**src/rtl/mic_volume_meter_pkg.sv**
```systemverilog
// ============================================================================
//  Module   : mic_pkg
//  Purpose  : Shared widths, code-point helpers and level quantiser for the
//             microphone volume meter and its consumers.
//  Revision : 1.0 - initial release
// ============================================================================
`default_nettype none

package mic_pkg;

  // Default mic sample width (unsigned offset-binary)
  localparam int unsigned DEF_SAMPLE_W = 12;
  // Default published level width; the game block sizes its volume input from this
  localparam int unsigned DEF_LEVEL_W  = 5;

  // Mid-scale code for a given sample width: 2^(w-1)
  function automatic int unsigned mid_code(input int unsigned w);
    return 32'd1 << (w - 1);
  endfunction

  // Full-scale code for a given sample width: 2^w - 1
  function automatic int unsigned full_code(input int unsigned w);
    return (32'd1 << w) - 32'd1;
  endfunction

  // Quantise an amplitude to a level by dropping the low-order bits
  function automatic int unsigned amp_to_level(input int unsigned amp,
                                               input int unsigned shift);
    return amp >> shift;
  endfunction

endpackage

`default_nettype wire

```
**src/rtl/mic_volume_meter_if.sv**
```systemverilog
// ============================================================================
//  Module   : mic_volume_meter_if
//  Purpose  : Sample stream in / volume level out bundle of the volume meter.
//  Revision : 1.0 - initial release
// ============================================================================
`default_nettype none

interface mic_volume_meter_if
  import mic_pkg::*;
#(
  parameter int unsigned SAMPLE_W = DEF_SAMPLE_W,
  parameter int unsigned LEVEL_W  = DEF_LEVEL_W
);

  logic                sample_valid;
  logic [SAMPLE_W-1:0] sample;
  logic [LEVEL_W-1:0]  volume;
  logic                volume_valid;
  logic                clip;

  // Sample producer / level consumer side
  modport master (
    output sample_valid, sample,
    input  volume, volume_valid, clip
  );

  // Volume meter side
  modport slave (
    input  sample_valid, sample,
    output volume, volume_valid, clip
  );

endinterface

`default_nettype wire

```
**src/rtl/mic_volume_meter_amplitude.sv**
```systemverilog
// ============================================================================
//  Module   : mic_amplitude
//  Purpose  : Stage 1 - absolute deviation from mid-scale plus clip detect,
//             registered together with a valid bit.
//  Revision : 1.0 - initial release
// ============================================================================
`default_nettype none

module mic_amplitude
  import mic_pkg::*;
#(
  parameter int unsigned SAMPLE_W = DEF_SAMPLE_W
) (
  input  wire logic                clk,
  input  wire logic                rst_n,
  input  wire logic                valid_i,
  input  wire logic [SAMPLE_W-1:0] sample_i,
  output logic      [SAMPLE_W-2:0] amp_o,
  output logic                     is_clip_o,
  output logic                     valid_o
);

  localparam logic [SAMPLE_W-1:0] C_MID  = SAMPLE_W'(mid_code(SAMPLE_W));
  localparam logic [SAMPLE_W-1:0] C_FULL = SAMPLE_W'(full_code(SAMPLE_W));

  logic [SAMPLE_W-2:0] amp_d, amp_q;
  logic                is_clip_d, is_clip_q;
  logic                valid_q;

  // Fold the sample about mid-scale; both rails count as clipping
  always_comb begin
    amp_d     = '0;
    is_clip_d = (sample_i == '0) || (sample_i == C_FULL);
    if (sample_i >= C_MID) begin
      amp_d = (SAMPLE_W-1)'(sample_i - C_MID);
    end else begin
      amp_d = (SAMPLE_W-1)'(C_MID - 1'b1 - sample_i);
    end
  end

  // Capture amplitude/clip only for valid samples; valid follows the strobe
  always_ff @(posedge clk or negedge rst_n) begin
    if (!rst_n) begin
      amp_q     <= '0;
      is_clip_q <= 1'b0;
      valid_q   <= 1'b0;
    end else begin
      valid_q <= valid_i;
      if (valid_i) begin
        amp_q     <= amp_d;
        is_clip_q <= is_clip_d;
      end
    end
  end

  assign amp_o     = amp_q;
  assign is_clip_o = is_clip_q;
  assign valid_o   = valid_q;

endmodule

`default_nettype wire

```
**src/rtl/mic_volume_meter.sv**
```systemverilog
// ============================================================================
//  Module   : mic_volume_meter
//  Purpose  : Windowed peak meter: per WINDOW samples, publish the quantised
//             peak deviation from mid-scale with a one-cycle valid pulse and a
//             clip flag. Closing sample to publish latency is 3 cycles.
//  Options  : MIC_VOLUME_HOLD_EN - peak-hold with one-level-per-window decay.
//  Revision : 1.0 - initial release
// ============================================================================
`default_nettype none

module mic_volume_meter
  import mic_pkg::*;
#(
  parameter int unsigned SAMPLE_W    = DEF_SAMPLE_W,
  parameter int unsigned LEVEL_W     = DEF_LEVEL_W,
  parameter int unsigned WINDOW      = 4000,
  parameter int unsigned NOISE_FLOOR = 2
) (
  input  wire logic         clk,
  input  wire logic         rst_n,
  mic_volume_meter_if.slave bus
);

  localparam int unsigned     AMP_W = SAMPLE_W - 1;
  localparam int unsigned     CNT_W = (WINDOW > 1) ? $clog2(WINDOW) : 1;
  localparam int unsigned     SHIFT = SAMPLE_W - 1 - LEVEL_W;
  localparam logic [CNT_W-1:0] LAST = CNT_W'(WINDOW - 1);

  // Stage 1 outputs
  logic [AMP_W-1:0] s1_amp;
  logic             s1_clip;
  logic             s1_v;

  // Stage 2 state
  logic [AMP_W-1:0] peak_d, peak_q;
  logic             clip_acc_d, clip_acc_q;
  logic [CNT_W-1:0] cnt_d, cnt_q;
  logic [AMP_W-1:0] snap_peak_d, snap_peak_q;
  logic             snap_clip_d, snap_clip_q;
  logic             snap_v_d, snap_v_q;
  logic [AMP_W-1:0] max_amp;

  // Stage 3 state
  logic [LEVEL_W-1:0] level_raw, level;
  logic [LEVEL_W-1:0] volume_d, volume_q;
  logic [LEVEL_W-1:0] new_volume;
  logic               clip_d, clip_q;
  logic               vv_d, vv_q;

  mic_amplitude #(
    .SAMPLE_W (SAMPLE_W)
  ) u_amp (
    .clk       (clk),
    .rst_n     (rst_n),
    .valid_i   (bus.sample_valid),
    .sample_i  (bus.sample),
    .amp_o     (s1_amp),
    .is_clip_o (s1_clip),
    .valid_o   (s1_v)
  );

  // Stage 2: track the window peak; the closing sample snapshots and re-arms
  always_comb begin
    peak_d      = peak_q;
    clip_acc_d  = clip_acc_q;
    cnt_d       = cnt_q;
    snap_peak_d = snap_peak_q;
    snap_clip_d = snap_clip_q;
    snap_v_d    = 1'b0;
    max_amp     = (s1_amp > peak_q) ? s1_amp : peak_q;
    if (s1_v) begin
      if (cnt_q == LAST) begin
        snap_peak_d = max_amp;
        snap_clip_d = clip_acc_q | s1_clip;
        snap_v_d    = 1'b1;
        peak_d      = '0;
        clip_acc_d  = 1'b0;
        cnt_d       = '0;
      end else begin
        peak_d      = max_amp;
        clip_acc_d  = clip_acc_q | s1_clip;
        cnt_d       = cnt_q + 1'b1;
      end
    end
  end

  // Stage 3: quantise the snapshot and gate out the noise floor
  always_comb begin
    level_raw = LEVEL_W'(amp_to_level(32'(snap_peak_q), SHIFT));
    level     = (32'(level_raw) < NOISE_FLOOR) ? '0 : level_raw;
  end

`ifdef MIC_VOLUME_HOLD_EN
  logic [LEVEL_W-1:0] decayed;

  // Remembered level falls by one per window, never below zero
  always_comb begin
    decayed    = (volume_q == '0) ? '0 : volume_q - 1'b1;
    new_volume = (level > decayed) ? level : decayed;
  end
`else
  // Output follows the latest window directly
  always_comb begin
    new_volume = level;
  end
`endif

  // Stage 3 publish: outputs change only on a snapshot
  always_comb begin
    volume_d = volume_q;
    clip_d   = clip_q;
    vv_d     = snap_v_q;
    if (snap_v_q) begin
      volume_d = new_volume;
      clip_d   = snap_clip_q;
    end
  end

  // Pipeline registers for stages 2 and 3
  always_ff @(posedge clk or negedge rst_n) begin
    if (!rst_n) begin
      peak_q      <= '0;
      clip_acc_q  <= 1'b0;
      cnt_q       <= '0;
      snap_peak_q <= '0;
      snap_clip_q <= 1'b0;
      snap_v_q    <= 1'b0;
      volume_q    <= '0;
      clip_q      <= 1'b0;
      vv_q        <= 1'b0;
    end else begin
      peak_q      <= peak_d;
      clip_acc_q  <= clip_acc_d;
      cnt_q       <= cnt_d;
      snap_peak_q <= snap_peak_d;
      snap_clip_q <= snap_clip_d;
      snap_v_q    <= snap_v_d;
      volume_q    <= volume_d;
      clip_q      <= clip_d;
      vv_q        <= vv_d;
    end
  end

  assign bus.volume       = volume_q;
  assign bus.volume_valid = vv_q;
  assign bus.clip         = clip_q;

endmodule

`default_nettype wire

```
**src/flat_wrapper.sv**
```systemverilog
// flat-port wrapper written by rule: the top's interface ports become plain ports
module mic_volume_meter_flat import mic_pkg::*;
#(
  parameter int unsigned SAMPLE_W    = DEF_SAMPLE_W,
  parameter int unsigned LEVEL_W     = DEF_LEVEL_W,
  parameter int unsigned WINDOW      = 4000,
  parameter int unsigned NOISE_FLOOR = 2
)
  (clk, rst_n, bus_sample_valid, bus_sample, bus_volume, bus_volume_valid, bus_clip);
  mic_volume_meter_if #(.SAMPLE_W(SAMPLE_W), .LEVEL_W(LEVEL_W)) bus_i ();
  input  wire logic clk;
  input  wire logic rst_n;
  input wire logic [$bits(bus_i.sample_valid)-1:0] bus_sample_valid;
  input wire logic [$bits(bus_i.sample)-1:0] bus_sample;
  output wire logic [$bits(bus_i.volume)-1:0] bus_volume;
  output wire logic [$bits(bus_i.volume_valid)-1:0] bus_volume_valid;
  output wire logic [$bits(bus_i.clip)-1:0] bus_clip;
  assign bus_i.sample_valid = bus_sample_valid;
  assign bus_i.sample = bus_sample;
  assign bus_volume = bus_i.volume;
  assign bus_volume_valid = bus_i.volume_valid;
  assign bus_clip = bus_i.clip;
  mic_volume_meter #(.SAMPLE_W(SAMPLE_W), .LEVEL_W(LEVEL_W), .WINDOW(WINDOW), .NOISE_FLOOR(NOISE_FLOOR)) u_core (.clk(clk), .rst_n(rst_n), .bus(bus_i));
endmodule
```
**config.mk**
```make
export PLATFORM = sky130hd
export DESIGN_NAME = mic_volume_meter_flat
export DESIGN_NICKNAME = d
export VERILOG_FILES = /design/src/rtl/mic_volume_meter_pkg.sv /design/src/rtl/mic_volume_meter_if.sv /design/src/rtl/mic_volume_meter_amplitude.sv /design/src/rtl/mic_volume_meter.sv /design/src/flat_wrapper.sv
export SDC_FILE = /design/constraint.sdc
export NUM_CORES = 1
export LEC_CHECK = 0
export ABC_AREA = 1
export BUFFER_PORTS_ARGS = -buffer_cell sky130_fd_sc_hd__buf_2
export CELL_PAD_IN_SITES_DETAIL_PLACEMENT = 0
export CELL_PAD_IN_SITES_GLOBAL_PLACEMENT = 1
export CORE_ASPECT_RATIO = 1.1
export CORE_MARGIN = 2
export CORE_UTILIZATION = 48
export CTS_CLUSTER_DIAMETER = 150
export DETAILED_ROUTE_END_ITERATION = 16
export PLACE_DENSITY_LB_ADDON = 0.05
export REMOVE_ABC_BUFFERS = 1
export SLEW_MARGIN = 5
export SYNTH_ARGS = -nofsm -noshare
export SYNTH_HDL_FRONTEND = slang
export SYNTH_SLANG_ARGS = --single-unit
```
**constraint.sdc**
```tcl
create_clock -name clk -period 2.53 [get_ports clk]
set_input_delay 0.506 -clock clk [delete_from_list [all_inputs] [get_ports clk]]
set_output_delay 0.506 -clock clk [all_outputs]
set_load 0.01 [all_outputs]
```
==> flow_metrics.env <==
export IMPL_start_kind="flop"
export IMPL_seqPwrFrac=0.438
export IMPL_remaining_drc_errors=0
export IMPL_clock_sinks=51
export IMPL_critical_path_slowest_cell="dfrtp_1"
export IMPL_final_cell_area_sq_um=3132
export IMPL_cts_tree="yes"
export IMPL_max_cap_violations=0
export IMPL_start_util=0.4945
export IMPL_cpPeakStageDelay_ns=0.41
export IMPL_muxShareOfSynthArea=0
export IMPL_worst_pin_slew_ns=0.8007
export IMPL_use_met2=0.3510
export IMPL_cts_root_buf="clkbuf_8"
export IMPL_ys_types=26
export IMPL_yosysSeqAreaShare=0.4474
export IMPL_synth_top_family_by_area="simple AND/OR/NAND/NOR gates"
export IMPL_fin_skew_ns=0.008230
export IMPL_p_comb_frac=0.332
export IMPL_area_growth_syn_to_layout_pct=9.781
export IMPL_yosysTopAreaCellShare=0.4474
export IMPL_synth_area_leader_cell="dfrtp_1"
export IMPL_core_area_sq_um=5769
export IMPL_critPathArrivalTime_ns=2.41
export IMPL_die_x_um=77.51
export IMPL_status="finished, final reports clean"
export IMPL_setup_viol=0
export IMPL_hold_violations=0
export IMPL_synth_edf_count=0
export IMPL_row_count=29
export IMPL_fin_tns_setup_ns=0
export IMPL_cpMostUsedCell="nand2_1"
export IMPL_post_drt_via_cell_ratio=5.015
export IMPL_fmax_ghz=0.4514
export IMPL_r2r_end="u_core.snap_peak_q[8]"
export IMPL_rsz0062_at_grt="false"
export IMPL_cts_buffers=5
export IMPL_postSynthAreaPerCell_sq_um=7.628
export IMPL_antenna_found_initial=0
export IMPL_final_core_util=0.5428
export IMPL_grt_max_degree=36
export IMPL_drt_total_wl_mm=5.860
export IMPL_crit_buf_inv=1
export IMPL_place_area_sq_um=3019
export IMPL_finalPower_mw=2.443
export IMPL_clock_path_buffers=2
export IMPL_swShare=0.3688
export IMPL_ctsResizeCount=0
export IMPL_busiest_layer="met2"
export IMPL_path_max_fanout=11
export IMPL_holdWs_ns=0.2867
export IMPL_ant_nets=0
export IMPL_synth_adder_area_share=0.06579
export IMPL_fin_crit_sh=0.8756
export IMPL_grtUsageMet1=0.2557
export IMPL_p_per_area_nw_per_um2=780.0
export IMPL_required_ns=2.72
export IMPL_async_flop_share=1.000
export IMPL_htree_levels=2
export IMPL_ys_ff_latch=51
export IMPL_grt_pass1_vias=2341
export IMPL_irDropWorstVdd_v=0.0003484
export IMPL_hold_class="in2async"
export IMPL_path_cells="ha_1 > nand2_1 > inv_1 > nand2_1 > nor2_1 > nand3b_1 > nand2_2 > nand2_1 > nand3_1 > nand2_1"
export IMPL_clockPowerShare=0.230
export IMPL_yosys_area_share_simple=0.3311
export IMPL_drv_slew=0
export IMPL_ff2ff_path_depth=10
export IMPL_insertion_delay_ns=0.30
export IMPL_end_kind="flop"
export IMPL_first_iter_violations=112
export IMPL_synth_area_sq_um=2853
export IMPL_synth_compound_area_frac=0.04605
export IMPL_antenna_cells=0
export IMPL_drt_first_pass_iters=4
export IMPL_seq_area_sq_um=1276
export IMPL_path_delay_family="simple AND/OR/NAND/NOR gates"
export IMPL_yosys_area_share_xor_xnor=0.009211
export IMPL_path_class="reg2reg"
export IMPL_postCtsSetupRepairBufs=0
export IMPL_synth_ff_type="dfrtp_1"
export IMPL_gp_congestion=0.8321
export IMPL_die_area_sq_um=6577
export IMPL_synth_warnings=0
export IMPL_detail_route_wl_per_cell_um=12.39
export IMPL_multi_input_area_sq_um=1290
export IMPL_grt_ovfl_total=0
export IMPL_fillers=574
export IMPL_final_nets=425
export IMPL_clk_pin_slew_ns=0.10
export IMPL_cellLeakagePower_nw=1.740
export IMPL_p_sw_mw=0.9010
export IMPL_max_slew_margin=0.4662
export IMPL_final_cell_mix="nand2_1, inv_1, nand3_1"
export IMPL_r2r_start="u_core.u_amp.amp_o[10]"
export IMPL_drive_gt1_frac=0.1086
export IMPL_intPower_mw=1.542
export IMPL_regToRegSetupSlack_ns=0.31
export IMPL_io_pins=22
export IMPL_die_h_um=84.86
export IMPL_grt_util_all_layers=0.2009
export IMPL_mostFrequentLayoutCell="nand2_1"
export IMPL_grt_pass1_wl_mm=10.65
export IMPL_io_buffers=21
export IMPL_hold_buffers=0
export IMPL_yosys_top_cells_area="dfrtp_1, nand2_1, nand3_1"
export IMPL_grt_util_met3=0.03723
export IMPL_synthCells=374
export IMPL_hpwlAfterDp_mm=4.410
export IMPL_vias=2372
export IMPL_final_min_clock_period_ns=2.215
[kinds of logic (layout without fill, tap and decap cells)]
group | after synthesis | count (layout)
AND/OR/NAND/NOR | 208 | 208
buffers and inverters | 71 | 93
flip-flops | 51 | 51
AO/OA/AOI/OAI | 26 | 26
adder cells (fa/ha/maj) | 15 | 15
XOR/XNOR | 3 | 3
[metal layers]
| metal | wire, um | vias to the layer above |
|---|---|---|
| met3 | 136 | 6 |
| met2 | 2860 | 33 |
| li1 | - | 1238 |
| met5 | 0 | - |
| met4 | 75 | 0 |
| met1 | 2788 | 1095 |
[synthesized netlist by cell type, drive strengths merged (2+ instances only)]
master,count
nand3,55
xor2,2
nor3,5
dfrtp,51
a21oi,8
clkbuf,4
ha,15
nand3b,2
buf,6
inv,61
nor2,22
o21ai,17
nand2,107
nand4,14
[metrics by stage]
step           instances  worst slack [ns]
6_report             473            0.3146
2_1_floorplan        364            0.8105
4_1_cts              473            0.3344
5_1_grt              473           0.08149
3_3_place_gp         465            0.4053
3_5_place_dp         465            0.3567
[flip-flops by register name (all words and copies together), names as in the netlist]
signal                   flops
u_core.bus.clip              1
u_core.bus.volume            5
u_core.bus.volume_valid      1
u_core.clip_acc_q            1
u_core.cnt_q                12
u_core.peak_q               11
u_core.snap_clip_q           1
u_core.snap_peak_q           5
u_core.snap_v_q              1
u_core.u_amp.amp_o          11
u_core.u_amp.is_clip_o       1
u_core.u_amp.valid_o         1
[how the worst max path moves through the flow]
stage                                      start               endpoint  slack, ns  depth (start not counted)
after floorplan           u_core.u_amp.amp_o[10]  u_core.snap_peak_q[6]       0.81                         10
after global placement    u_core.u_amp.amp_o[10]  u_core.snap_peak_q[8]       0.41                         10
after detailed placement  u_core.u_amp.amp_o[10]       u_core.peak_q[9]       0.36                         10
after CTS                 u_core.u_amp.amp_o[10]  u_core.snap_peak_q[8]       0.33                         10
after global routing            u_core.peak_q[9]       u_core.peak_q[7]       0.08                         11
final                     u_core.u_amp.amp_o[10]  u_core.snap_peak_q[8]       0.31                         10
[worst reg2reg max path, cell delays in order, from the launching register on]
cell and delay [ns]:
dfrtp_1 0.41, ha_1 0.30, nand2_1 0.05, inv_1 0.07, nand2_1 0.10, nor2_1 0.16
nand3b_1 0.39, nand2_2 0.37, nand2_1 0.11, nand3_1 0.09, nand2_1 0.05
[power groups by stage]
stage | Combinational (mW) | Clock, mW | Sequential, mW
after global placement | 0.799 | 0 | 1.08
after global routing | 0.972 | 0.617 | 1.09
after CTS | 0.820 | 0.587 | 1.07
final | 0.811 | 0.561 | 1.07
after floorplan | 0.614 | 0 | 1.06
after detailed placement | 0.817 | 0 | 1.08
[area by class of cell]
| cell class | instances | share of cell area |
|---|---|---|
| tap | 77 | 0.03076 |
| multi-input combinational | 252 | 0.4119 |
| sequential | 51 | 0.4075 |
| timing repair buffer | 24 | 0.04075 |
| clock inverter | 3 | 0.01398 |
| inverter | 61 | 0.07311 |
| clock buffer | 5 | 0.02197 |
Power figures use the tool's default switching activity.
